### src/rtl/lsu_pkg.sv
// Shared encodings for the load/store unit: access sizes, fault codes and FSM states.
package lsu_pkg;

    typedef enum logic [1:0] {
        SIZE_B = 2'd0,
        SIZE_H = 2'd1,
        SIZE_W = 2'd2,
        SIZE_D = 2'd3
    } size_e;

    typedef enum logic [1:0] {
        FAULT_NONE     = 2'd0,
        FAULT_MISALIGN = 2'd1,
        FAULT_BUS      = 2'd2,
        FAULT_ILLEGAL  = 2'd3
    } fault_e;

    typedef enum logic [1:0] {
        ST_IDLE = 2'd0,
        ST_REQ  = 2'd1,
        ST_WAIT = 2'd2,
        ST_RESP = 2'd3
    } state_e;

    // An access is aligned when the address is a multiple of its size in bytes.
    function automatic logic is_misaligned(input size_e size, input logic [2:0] addr_lo);
        case (size)
            SIZE_B:  return 1'b0;
            SIZE_H:  return addr_lo[0];
            SIZE_W:  return |addr_lo[1:0];
            default: return |addr_lo;
        endcase
    endfunction

endpackage

### src/rtl/lsu_align.sv
// Byte-lane steering: store strobe/data placement and load extraction with sign/zero extension.
module lsu_align
    import lsu_pkg::*;
#(
    parameter  int XLEN   = 64,
    localparam int STRB_W = XLEN / 8,
    localparam int LANE_W = $clog2(STRB_W)
) (
    input  size_e              i_size,
    input  logic [LANE_W-1:0]  i_addr_lo,
    input  logic               i_unsigned,
    input  logic [XLEN-1:0]    i_wdata,
    input  logic [XLEN-1:0]    i_rdata,
    output logic [STRB_W-1:0]  o_wstrb,
    output logic [XLEN-1:0]    o_wdata,
    output logic [XLEN-1:0]    o_rdata
);

    logic [STRB_W-1:0] w_strb_base;
    logic [XLEN-1:0]   w_rshift;
    logic [XLEN-1:0]   w_low_mask;
    logic              w_sign;
    logic [LANE_W+2:0] w_bit_shift;

    assign w_bit_shift = {i_addr_lo, 3'b000};
    assign w_rshift    = i_rdata >> w_bit_shift;

    // NOTE: every signal driven here gets a default first so no path leaves it unassigned (no latch).
    always_comb begin
        w_strb_base = '1;
        w_low_mask  = '1;
        w_sign      = w_rshift[XLEN-1];
        case (i_size)
            SIZE_B: begin
                w_strb_base = STRB_W'(1);
                w_low_mask  = XLEN'(64'h0000_0000_0000_00FF);
                w_sign      = w_rshift[7];
            end
            SIZE_H: begin
                w_strb_base = STRB_W'(3);
                w_low_mask  = XLEN'(64'h0000_0000_0000_FFFF);
                w_sign      = w_rshift[15];
            end
            SIZE_W: begin
                w_strb_base = STRB_W'(15);
                w_low_mask  = XLEN'(64'h0000_0000_FFFF_FFFF);
                w_sign      = w_rshift[31];
            end
            default: ;
        endcase
    end

    assign o_wstrb = w_strb_base << i_addr_lo;
    assign o_wdata = i_wdata << w_bit_shift;
    assign o_rdata = (w_rshift & w_low_mask) | ((w_sign && !i_unsigned) ? ~w_low_mask : '0);

endmodule

### src/rtl/lsu_pipe.sv
// Single-outstanding load/store unit: accepts one op, issues one bus access, returns one response.
module lsu_pipe
    import lsu_pkg::*;
#(
    parameter int XLEN   = 64,
    parameter int ADDR_W = 64
) (
    input  logic                clk,
    input  logic                rst_n,
    input  logic                req_valid,
    output logic                req_ready,
    input  logic [ADDR_W-1:0]   req_pc,
    input  logic [ADDR_W-1:0]   req_addr,
    input  logic                req_wen,
    input  logic                req_ren,
    input  logic [1:0]          req_size,
    input  logic                req_unsigned,
    input  logic [XLEN-1:0]     req_wdata,
    output logic                mem_req_valid,
    input  logic                mem_req_ready,
    output logic [ADDR_W-1:0]   mem_req_addr,
    output logic                mem_req_we,
    output logic [XLEN-1:0]     mem_req_wdata,
    output logic [XLEN/8-1:0]   mem_req_wstrb,
    input  logic                mem_resp_valid,
    input  logic [XLEN-1:0]     mem_resp_rdata,
    input  logic                mem_resp_err,
    output logic                rsp_valid,
    input  logic                rsp_ready,
    output logic [XLEN-1:0]     rsp_rdata,
    output logic [ADDR_W-1:0]   rsp_pc,
    output logic [1:0]          rsp_fault
);

    localparam int STRB_W = XLEN / 8;
    localparam int LANE_W = $clog2(STRB_W);

    state_e              r_state;
    state_e              w_next_state;
    logic [ADDR_W-1:0]   r_pc;
    logic [ADDR_W-1:0]   r_addr;
    logic                r_wen;
    size_e               r_size;
    logic                r_unsigned;
    logic [XLEN-1:0]     r_wdata;
    logic [XLEN-1:0]     r_rdata;
    fault_e              r_fault;

    size_e               w_req_size;
    fault_e              w_fault_in;
    logic                w_accept;
    logic                w_req_ready;
    logic                w_mem_req_valid;
    logic                w_rsp_valid;
    logic [STRB_W-1:0]   w_wstrb;
    logic [XLEN-1:0]     w_wdata_lanes;
    logic [XLEN-1:0]     w_load_data;

    assign w_req_size = size_e'(req_size);
    assign w_accept   = (r_state == ST_IDLE) && req_valid && (req_wen || req_ren);

    // Illegal size outranks misalignment; either one skips the bus entirely.
    always_comb begin
        w_fault_in = FAULT_NONE;
        if (XLEN == 32 && w_req_size == SIZE_D) begin
            w_fault_in = FAULT_ILLEGAL;
        end else if (is_misaligned(w_req_size, req_addr[2:0])) begin
            w_fault_in = FAULT_MISALIGN;
        end
    end

    // NOTE: sequential state uses non-blocking assignments so all registers update together.
    always_ff @(posedge clk or negedge rst_n) begin
        if (!rst_n) begin
            r_state <= ST_IDLE;
        end else begin
            r_state <= w_next_state;
        end
    end

    always_comb begin
        w_next_state    = r_state;
        w_req_ready     = 1'b0;
        w_mem_req_valid = 1'b0;
        w_rsp_valid     = 1'b0;
        case (r_state)
            ST_IDLE: begin
                w_req_ready = 1'b1;
                if (w_accept) begin
                    w_next_state = (w_fault_in == FAULT_NONE) ? ST_REQ : ST_RESP;
                end
            end
            ST_REQ: begin
                w_mem_req_valid = 1'b1;
                if (mem_req_ready) begin
                    w_next_state = ST_WAIT;
                end
            end
            ST_WAIT: begin
                if (mem_resp_valid) begin
                    w_next_state = ST_RESP;
                end
            end
            ST_RESP: begin
                w_rsp_valid = 1'b1;
                if (rsp_ready) begin
                    w_next_state = ST_IDLE;
                end
            end
            default: w_next_state = ST_IDLE;
        endcase
    end

    always_ff @(posedge clk or negedge rst_n) begin
        if (!rst_n) begin
            r_pc       <= '0;
            r_addr     <= '0;
            r_wen      <= 1'b0;
            r_size     <= SIZE_B;
            r_unsigned <= 1'b0;
            r_wdata    <= '0;
            r_rdata    <= '0;
            r_fault    <= FAULT_NONE;
        end else if (w_accept) begin
            r_pc       <= req_pc;
            r_addr     <= req_addr;
            r_wen      <= req_wen;
            r_size     <= w_req_size;
            r_unsigned <= req_unsigned;
            r_wdata    <= req_wdata;
            r_rdata    <= '0;
            r_fault    <= w_fault_in;
        end else if (r_state == ST_WAIT && mem_resp_valid) begin
            r_fault <= mem_resp_err ? FAULT_BUS : FAULT_NONE;
            r_rdata <= (mem_resp_err || r_wen) ? '0 : w_load_data;
        end
    end

    lsu_align #(
        .XLEN (XLEN)
    ) u_align (
        .i_size     (r_size),
        .i_addr_lo  (r_addr[LANE_W-1:0]),
        .i_unsigned (r_unsigned),
        .i_wdata    (r_wdata),
        .i_rdata    (mem_resp_rdata),
        .o_wstrb    (w_wstrb),
        .o_wdata    (w_wdata_lanes),
        .o_rdata    (w_load_data)
    );

    // Outputs read as zero outside the state that qualifies them, including during reset.
    assign req_ready     = w_req_ready & rst_n;
    assign mem_req_valid = w_mem_req_valid;
    assign mem_req_addr  = w_mem_req_valid ? {r_addr[ADDR_W-1:LANE_W], {LANE_W{1'b0}}} : '0;
    assign mem_req_we    = w_mem_req_valid & r_wen;
    assign mem_req_wdata = w_mem_req_valid ? w_wdata_lanes : '0;
    assign mem_req_wstrb = w_mem_req_valid ? w_wstrb : '0;
    assign rsp_valid     = w_rsp_valid;
    assign rsp_rdata     = w_rsp_valid ? r_rdata : '0;
    assign rsp_pc        = w_rsp_valid ? r_pc : '0;
    assign rsp_fault     = w_rsp_valid ? r_fault : FAULT_NONE;

endmodule
### config.mk
export PLATFORM = sky130hd
export DESIGN_NAME = lsu_pipe
export DESIGN_NICKNAME = d
export VERILOG_FILES = /design/src/rtl/lsu_pkg.sv /design/src/rtl/lsu_align.sv /design/src/rtl/lsu_pipe.sv
export SDC_FILE = /design/constraint.sdc
export NUM_CORES = 1
export LEC_CHECK = 0
export ABC_AREA = 1
export CORE_MARGIN = 2
export CORE_UTILIZATION = 30
export DETAILED_ROUTE_END_ITERATION = 7
export SKIP_CTS_REPAIR_TIMING = 1
export SLEW_MARGIN = 20
export SYNTH_ARGS = -nofsm -noshare
export SYNTH_HDL_FRONTEND = slang
export SYNTH_SLANG_ARGS = --single-unit
export TNS_END_PERCENT = 30
### constraint.sdc
create_clock -name clk -period 4.15 [get_ports clk]
set_clock_uncertainty 0.15 [all_clocks]
set_input_delay 0.83 -clock clk [delete_from_list [all_inputs] [get_ports clk]]
set_output_delay 0.83 -clock clk [all_outputs]
set_load 0.005 [all_outputs]
==> metrics.md, run 1 <==
| Metric | Value |
|---|---|
| Iteration-0 DRC Markers | 1494 |
| Clock Tree Root | clkbuf_16 |
| Worst setup SP type | register |
| Longest Clk Path Bufs | 3 |
| Std-Cell Rows | 82 |
| Drt wl/cell | 18.3 um |
| Clk_lat worst skew | 0.54 ns |
| PwrDens | 692 nW/um^2 |
| Fmax | 249 MHz |
| Final Cycle Share | 0.966 |
| Worst EP required | 3.17 ns |
| DR pass1 iterations | 6 |
| Vias/cell | 4.84 |
| RSZ-0062 raised after global routing | no |
| CTS sink count | 264 |
| Worst vdd ir | 0.387 mV |
| Crit path DAT | 3.03 ns |
| Crit. End Element | primary output |
| Global Route Usage Sum | 0.235 |
| Final instance area | 22300 um^2 |
| Gpl congestion | 0.929 |
| Number of routed nets with antenna violations | 0 |
| CTS buffer count | 35 |
| Cells after synthesis | 2312 |
| Leak | 0.0120 uW |
| First-pass GRT wire length | 97300 um |
| Die Area | 52600 um^2 |
| Chip Height | 229 um |
| Overflow after GRT | 0 |
| Initial Utilization | 0.304 |
| Port-buffer cells | 534 |
| Nets | 3041 |
| Reg2Reg Depth | 11 |
| Crit path kind | register to primary output |
| Final core utilization | 0.445 |
| Detail Placement HPWL | 45700 um |
| Vias | 16800 |
| Die width | 229 um |
| Fin. Hold Viols | 0 |
| Total Wirelength | 63400 um |
| Tmin final | 4.01 ns |
| Vias in the first global route | 16600 |
| Synth Area per Inst | 6.59 um^2 |
| Status | finished clean |
| Synth area leader | dfrtp_1 |
| Final slew viol count | 0 |
| Worst hold-check path type | register to register |
| CTS tree | done |
| Top cells by area, synth | dfrtp_1 (43%), nand2_1 (29%), inv_1 (6.5%) |
| Placed instance area | 21100 um^2 |
| Yosys reg bits | 264 |
| CP Max Fanout | 27 |
| Core box area | 50200 um^2 |
| Area Overhead vs Synth | 46.7% |
| Initial antenna violation count | 6 |
| Worst slew pin tran | 0.908 ns |
| H-Tree Depth | 2 |
| Post-synth ARST share | 1.00 |
| Largest net degree at the start of global routing | 169 |
| Final setup viols | 0 |
| Max Cap Violations | 0 |
| Top Ports | 538 |
| Worst slew margin | 0.395 |
| FILL cells | 5206 |
| Post-synth EDFFs | 0 |
| Ys flop type | dfrtp_1 |
| Share of the synthesized area in the top cell type | 0.434 |
| Synth warn | 0 |
| Unique masters post-synth | 35 |
| Share of layout cells above drive strength 1 | 0.0408 |
| Worst-path clk slew | 0.06 ns |
| WHS Path Cells | 2 |
| Register area share after synthesis | 0.434 |
| Post-Syn Area | 15200 um^2 |
| DR DRC count | 0 |
## power breakdown
part / switching, uW / internal [uW] / leakage, uW
combinational: 4790 / 3110 / 0.00804
clock: 1220 / 1840 / 0.000565
sequential: 785 / 3690 / 0.00338
total: 6800 / 8650 / 0.0120
## state kept, by name, indices dropped and copies added, names as in the netlist
| register | flops |
|---|---|
| r_fault | 2 |
| r_size | 2 |
| r_unsigned | 1 |
| r_addr | 64 |
| r_rdata | 64 |
| r_wen | 1 |
| r_wdata | 64 |
| r_state | 2 |
| r_pc | 64 |
## critical path: stages (launching register included)
cell and delay (ns):
dfrtp_4 0.63, nor2_4 0.33, clkinv_1 0.38, nor2_1 0.27
inv_1 0.19, nor2_1 0.16, clkdlybuf4s50_1 0.53
## cells by family after synthesis
logic type / share of synthesized area
simple gates: 0.336
buf+inv: 0.110
compound gates: 0.102
flops: 0.434
mux: 0.0138
fa+ha+maj: 0.00411
other cells: 0.000246
## per-stage QoR
| step | setup TNS (ns) | setup WS [ns] | total power (uW) | cells | hold WS, ns |
|---|---|---|---|---|---|
| 6_report | 0 | 0.141 | 15500 | 3468 | 0.317 |
| 5_1_grt | 0 | 0.00587 | 16600 | 3468 | 0.331 |
| 4_1_cts | -0.791 | -0.122 | 15400 | 3458 | -0.0355 |
| 3_5_place_dp | 0 | 0.492 | 12300 | 3396 | 0.308 |
| 3_3_place_gp | 0 | 0.596 | 12200 | 3396 | 0.304 |
| 2_1_floorplan | 0 | 1.34 | 8700 | 2314 | 0.292 |
## layout by cell type, fill, tap and decap left out, drive strengths merged, types with 2 or more instances in the layout
cell	instances
clkdlybuf4s50	533
a22oi	8
ha	5
o21a	7
diode	3
conb	3
clkinv	10
a31oi	15
nor3	10
nand3	83
a21oi	51
mux2i	21
clkinvlp	5
inv	269
nor2	67
a221o	16
or2	6
nand2	1161
o21ai	140
dfrtp	264
a21o	2
a22o	2
clkbuf	49
o211ai	12
o22ai	12
buf	36
bufinv	2
## synthesized netlist by cell type, drive strengths merged (12+ instances only)
cell type and n:
nand2 1161, inv 270, dfrtp 264, o21ai 140, clkbuf 85, nand3 83
buf 69, nor2 67, a21oi 51, mux2i 21, a221o 16, a31oi 15
o211ai 12, o22ai 12
## final timing paths
kind / start / endpoint / slack [ns]
worst max-delay path: r_addr[0] / mem_req_wdata[4] / 0.14
worst min-delay path: r_addr[14] / r_addr[14] / 0.32
worst max register to register: r_addr[0] / r_rdata[40] / 0.78
worst min register to register: r_addr[14] / r_addr[14] / 0.32
max in group asynchronous: rst_n / r_pc[26] / 2.06
min in group asynchronous: rst_n / r_wdata[49] / 0.59
## area by class of cell
class / count / area (um^2) / share of cell area
Timing Repair Buffer: 570 / 5690 / 0.255
Clock buffer: 49 / 1020 / 0.0456
Inverter: 272 / 1030 / 0.0463
Tap cell: 672 / 841 / 0.0376
Timing Repair inverter: 1 / 7.51 / 0.000336
Sequential cell: 264 / 6610 / 0.296
Antenna cell: 3 / 7.51 / 0.000336
Multi-Input combinational cell: 1624 / 6990 / 0.313
Clock inverter: 13 / 138 / 0.00616
## routing by layer
layer  vias up  share of wire  global-route usage
met4         6          0.034              0.0864
met2       774           0.46               0.379
met1      7928           0.42               0.309
li1       7958              -                   -
met5         -        0.00060                   0
met3       117          0.080              0.0520
Power figures use the tool's default switching activity.
==> run 2, diff against run 1 <==
--- a/config.mk
+++ b/config.mk
@@ -7,7 +7,7 @@
 export LEC_CHECK = 0
 export ABC_AREA = 1
 export CORE_MARGIN = 2
-export CORE_UTILIZATION = 30
+export CORE_UTILIZATION = 35
 export DETAILED_ROUTE_END_ITERATION = 7
 export SKIP_CTS_REPAIR_TIMING = 1
 export SLEW_MARGIN = 20
==> metrics.md, run 2 (same netlist as run 1, synthesis figures left out) <==
| Metric | Value |
|---|---|
| Status | finished clean |
| Initial antenna violation count | 23 (+17) |
| R2R setup slack | 0.77 ns (about the same) |
| CTS sink count | 264 (unchanged) |
| First-pass GRT wire length | 96800 um (-0.51%) |
| Largest net degree at the start of global routing | 155 (-8.3%) |
| Tmin final | 3.99 ns (-0.0230 ns) |
| RR Endpoint | r_rdata[4] |
| Crit. End Element | primary output |
| Worst hold-check path type | register to register |
| Nets | 3040 (-0.033%) |
| Iteration-0 DRC Markers | 1563 (+4.6%) |
| Crit path DAT | 3.01 ns (-0.02 ns) |
| Worst setup SP type | register |
| Overflow after GRT | 0 (unchanged) |
| R2R Path Start | r_state[0] |
| Fmax | 251 MHz (+0.58%) |
| Fin. Hold Viols | 0 (unchanged) |
| Share of layout cells above drive strength 1 | 0.0376 (-0.00318) |
| Global Route Usage Sum | 0.283 (+0.0475) |
| Top Ports | 538 (unchanged) |
| Area of the multi-input gates | 7000 um^2 (about the same) |
| Most frequent cells in the layout | nand2_1 (1159), clkdlybuf4s50_1 (533), inv_1 (264) |
| Worst slew margin | 0.380 (-0.0146) |
| Worst EP required | 3.17 ns (about the same) |
| CP Max Fanout | 35 (+30%) |
| Vias | 16600 (-1.0%) |
| CTS buffer count | 34 (-2.9%) |
| PwrDens | 692 nW/um^2 (about the same) |
| Number of routed nets with antenna violations | 0 (unchanged) |
| DR DRC count | 0 (unchanged) |
| Detail Placement HPWL | 47700 um (+4.3%) |
| DR pass1 iterations | 6 (unchanged) |
| Commonest non-fill, non-tap cell in the layout | nand2_1 |
| Vias in the first global route | 16300 (-2.2%) |
| Gpl congestion | 0.976 (+5.1%) |
| Reg2Reg Depth | 8 (-3) |
| Worst-path clk slew | 0.06 ns (about the same) |
| H-Tree Depth | 2 (unchanged) |
| Final slew viol count | 0 (unchanged) |
| Leak | 0.0119 uW (-0.36%) |
| Longest Clk Path Bufs | 3 (unchanged) |
| Worst vdd ir | 0.472 mV (+22%) |
| Drt wl/cell | 19.2 um (+5.2%) |
| Final setup viols | 0 (unchanged) |
| Chip Height | 213 um (-7.3%) |
| Final Cycle Share | 0.960 (-0.00554) |
| Register area | 6610 um^2 (about the same) |
| TNS Setup | 0 ns (unchanged) |
| Core box area | 43000 um^2 (-14%) |
| Initial Utilization | 0.354 (+0.0508) |
| Worst Hold Endpoint | r_addr[17] |
| Vias/cell | 4.90 (+1.2%) |
| Cells after DPL | 3311 (-2.5%) |
| Die Area | 45200 um^2 (-14%) |
| Die width | 213 um (-7.3%) |
| FILL cells | 4380 (-16%) |
| WHS Path Cells | 2 (unchanged) |
| RSZ-0062 raised after global routing | no |
| Std-Cell Rows | 76 (-7.3%) |
| Worst slew pin tran | 0.930 ns (+0.0219 ns) |
| Fin cells | 3391 (-2.2%) |
| Final instance area | 22200 um^2 (-0.75%) |
| CTS tree | done |
| Crit path kind | register to primary output |
| Max Cap Violations | 0 (unchanged) |
| Clock Tree Root | clkbuf_16 |
| Hold path start | r_addr[17] |
| Placed instance area | 21000 um^2 (-0.40%) |
| Total Wirelength | 65300 um (+2.9%) |
| Area Overhead vs Synth | 45.6% |
| Clk_lat worst skew | 0.54 ns (about the same) |
| Port-buffer cells | 534 (unchanged) |
[run 2: changes by cell type in the layout (fill, tap and decap cells not counted), sizes merged]
cell      previous run  this run
bufinv               2         0
clkinv              10         6
inv                269       268
diode                3        16
clkbuf              49        55
clkinvlp             5         3
[run 2: worst max-delay path, cell delays in order (launching register included)]
cell and delay, ns:
dfrtp_4 0.51, inv_2 0.39, buf_4 0.42, nand2_1 0.13, nand2_1 0.15, nand2_1 0.06, o21ai_0 0.23, inv_1 0.11
clkdlybuf4s50_1 0.47
[run 2: worst max path at each step]
stage	from	endpoint	cells past startpoint
final	r_addr[0]	mem_req_wstrb[5]	8
after global routing	r_addr[0]	mem_req_wstrb[5]	8
after CTS	r_state[1]	mem_req_wdata[32]	8
after detailed placement	req_valid	r_rdata[4]	7
after global placement	req_valid	r_rdata[4]	7
after floorplan	r_state[1]	mem_req_wdata[0]	10
[run 2: area by class of cell]
cell class	count	share of cell area
tap	585	0.0330
sequential	264	0.298
clock inverter	4	0.00152
timing repair buffer	570	0.257
antenna	16	0.00181
timing repair inverter	1	0.000339
multi-input combinational	1624	0.316
clock buffer	55	0.0464
inverter	272	0.0464
[run 2: per-layer routing]
metal  global-route usage  up-vias  part of all wire
met4                0.130       14             0.044
met2                0.467      709              0.47
li1                     -     7966                 -
met1                0.341     7772              0.39
met3               0.0806      149             0.086
met5                    0        -            0.0015
[run 2: power breakdown]
group | switching (uW) | total, uW | internal, uW | leakage (uW)
combinational | 4920 | 8030 | 3110 | 0.00804
clock | 1170 | 2860 | 1690 | 0.000519
sequential | 754 | 4450 | 3690 | 0.00338
total | 6840 | 15300 | 8500 | 0.0119
[run 2: through the flow]
stage / hold WS (ns) / util / power [uW] / setup WS, ns
final: 0.318 / 0.516 / 15300 / 0.164
after detailed placement: 0.309 / 0.489 / 12400 / 0.478
after global routing: 0.341 / 0.516 / 16500 / 0.0267
after floorplan: 0.292 / - / 8700 / 1.34
after global placement: 0.303 / 0.489 / 12300 / 0.507
after CTS: -0.0864 / 0.514 / 15400 / 0.0471
==> run 3, diff against run 2 <==
--- a/config.mk
+++ b/config.mk
@@ -6,9 +6,9 @@
 export NUM_CORES = 1
 export LEC_CHECK = 0
 export ABC_AREA = 1
-export CORE_MARGIN = 2
-export CORE_UTILIZATION = 35
+export CORE_AREA = 2 2 212 214
 export DETAILED_ROUTE_END_ITERATION = 7
+export DIE_AREA = 0 0 214 216
 export SKIP_CTS_REPAIR_TIMING = 1
 export SLEW_MARGIN = 20
 export SYNTH_ARGS = -nofsm -noshare
==> metrics.md, run 3 (same netlist as run 1, synthesis figures left out) <==
| Metric | Value |
|---|---|
| Leak | 0.0120 uW (+0.16%) |
| DR DRC count | 0 (unchanged) |
| Setup ws final | 0.110 ns (-0.0544 ns) |
| Crit path top cell by count | inv_1 |
| FILL cells | 4467 (+2.0%) |
| R2R Path Start | r_addr[0] |
| Worst-path clk slew | 0.06 ns (about the same) |
| Crit path DAT | 3.06 ns (+0.05 ns) |
| Peak per-stage delay on the critical path | 0.55 ns (+0.04 ns) |
| Worst vdd ir | 0.409 mV (-13%) |
| Worst Hold Endpoint | r_pc[10] |
| Fin. Hold Viols | 0 (unchanged) |
| R2R setup slack | 0.92 ns (+0.15 ns) |
| Final slew viol count | 0 (unchanged) |
| Overall Power | 15200 uW (-0.85%) |
| Overflow after GRT | 0 (unchanged) |
| WHS Path Cells | 2 (unchanged) |
| Nets | 3039 (-0.033%) |
| RR Endpoint | r_rdata[44] |
| CTS buffer count | 31 (-8.8%) |
| Die width | 214 um (+0.65%) |
| Share of layout cells above drive strength 1 | 0.0398 (+0.00216) |
| Vias/cell | 4.94 (+0.87%) |
| Total Wirelength | 65700 um (+0.63%) |
| Vias in the first global route | 16500 (+1.3%) |
| Crit. End Element | primary output |
| First-pass GRT wire length | 99900 um (+3.2%) |
| Most frequent cells in the layout | nand2_1 (1159), clkdlybuf4s50_1 (533), inv_1 (264) |
| Status | finished clean |
| Chip Height | 216 um (+1.6%) |
| Worst hold-check path type | register to register |
| Reg2Reg Depth | 12 (+4) |
| Vias | 16800 (+0.93%) |
| Global Route Usage Sum | 0.278 (-0.00492) |
| TNS Setup | 0 ns (unchanged) |
| Number of routed nets with antenna violations | 0 (unchanged) |
| Gpl congestion | 0.973 (-0.32%) |
| H-Tree Depth | 1 (-1) |
| Die Area | 46200 um^2 (+2.3%) |
| Worst slew margin | 0.391 (+0.0105) |
| Detail Placement HPWL | 48800 um (+2.3%) |
| Core box area | 43800 um^2 (+2.0%) |
| Iteration-0 DRC Markers | 1296 (-17%) |
| Initial Utilization | 0.347 (-0.00691) |
| Crit path kind | register to primary output |
| Final setup viols | 0 (unchanged) |
| Critical path cell sequence | inv_1, ha_2, inv_1, nor2_1, clkinvlp_4, buf_4, a221o_1, o21ai_0, clkdlybuf4s50_1 |
| PwrDens | 686 nW/um^2 (-0.81%) |
| Top Ports | 538 (unchanged) |
| Max Cap Violations | 0 (unchanged) |
| Std-Cell Rows | 77 (+1.3%) |
| Largest net degree at the start of global routing | 206 (+33%) |
| DR pass1 iterations | 6 (unchanged) |
| Final Cycle Share | 0.974 (+0.0131) |
| Clock Tree Root | clkbuf_16 |
| Clk_lat worst skew | 0.58 ns (+0.04 ns) |
| CTS sink count | 264 (unchanged) |
| Tmin final | 4.04 ns (+0.0544 ns) |
| CTS tree | done |
| Drt wl/cell | 19.4 um (+0.57%) |
| Initial antenna violation count | 16 (-30%) |
| Longest Clk Path Bufs | 3 (unchanged) |
| Pre-CTS setup slack | 0.590 ns (+0.112 ns) |
| Slowest CP cell | clkdlybuf4s50_1 |
| Worst setup SP type | register |
| CP Max Fanout | 8 (-77%) |
| Worst slew pin tran | 0.914 ns (-0.0157 ns) |
| Hold path start | r_pc[10] |
| Commonest non-fill, non-tap cell in the layout | nand2_1 |
| Area Overhead vs Synth | 45.5% (about the same) |
| Fmax | 248 MHz (-1.3%) |
| Worst EP required | 3.17 ns (about the same) |
| Port-buffer cells | 534 (unchanged) |
## run 3: critical path, delay by kind of cell (launching register included)
kind	cells	cell delay [ns]
and+or+nand+nor	1	0.23
DFF	1	0.43
AOI/OAI and AO/OA	2	0.40
adders and majority gates	1	0.19
buffers and inverters	5	1.21
## run 3: how the worst max path moves through the flow
stage               cells after the start        from  slack, ns           endpoint
global route                            9  r_state[1]      -0.02  mem_req_wdata[50]
floorplan                              10  r_state[1]       1.34   mem_req_wdata[0]
global placement                        7  r_state[1]       0.60  mem_req_wdata[50]
finish                                  9  r_state[1]       0.11  mem_req_wdata[49]
detailed placement                      7  r_state[1]       0.59   mem_req_wstrb[7]
CTS                                     7  r_state[1]      -0.04  mem_req_wdata[43]
## run 3: final cells by class
type | count | area, um^2 | area share
antenna | 12 | 30.0 | 0.00135
clock buffer | 42 | 897 | 0.0405
clock inverter | 14 | 134 | 0.00604
inverter | 272 | 1030 | 0.0465
multi-input combinational | 1624 | 6990 | 0.315
sequential | 264 | 6610 | 0.298
tap | 592 | 741 | 0.0334
timing repair buffer | 573 | 5730 | 0.259
## run 3: metal layers
layer | global-route usage | vias up | share of wire
li1 | - | 7955 | -
met1 | 0.346 | 7941 | 0.40
met2 | 0.461 | 720 | 0.47
met3 | 0.0606 | 137 | 0.078
met4 | 0.126 | 12 | 0.046
met5 | 0 | - | 0.0012
## run 3: power by group
part	switching (uW)	internal, uW
registers	765	3690
clock network	1150	1630
logic	4830	3140
## run 3: per-stage QoR
step / instance area, um^2 / hold WS (ns) / utilization / instances
floorplan: 15200 / 0.292 / - / 2314
global placement: 21100 / 0.304 / 0.481 / 3322
detailed placement: 21100 / 0.308 / 0.481 / 3322
CTS: 22100 / -0.146 / 0.504 / 3378
global route: 22200 / 0.336 / 0.505 / 3391
finish: 22200 / 0.321 / 0.506 / 3393
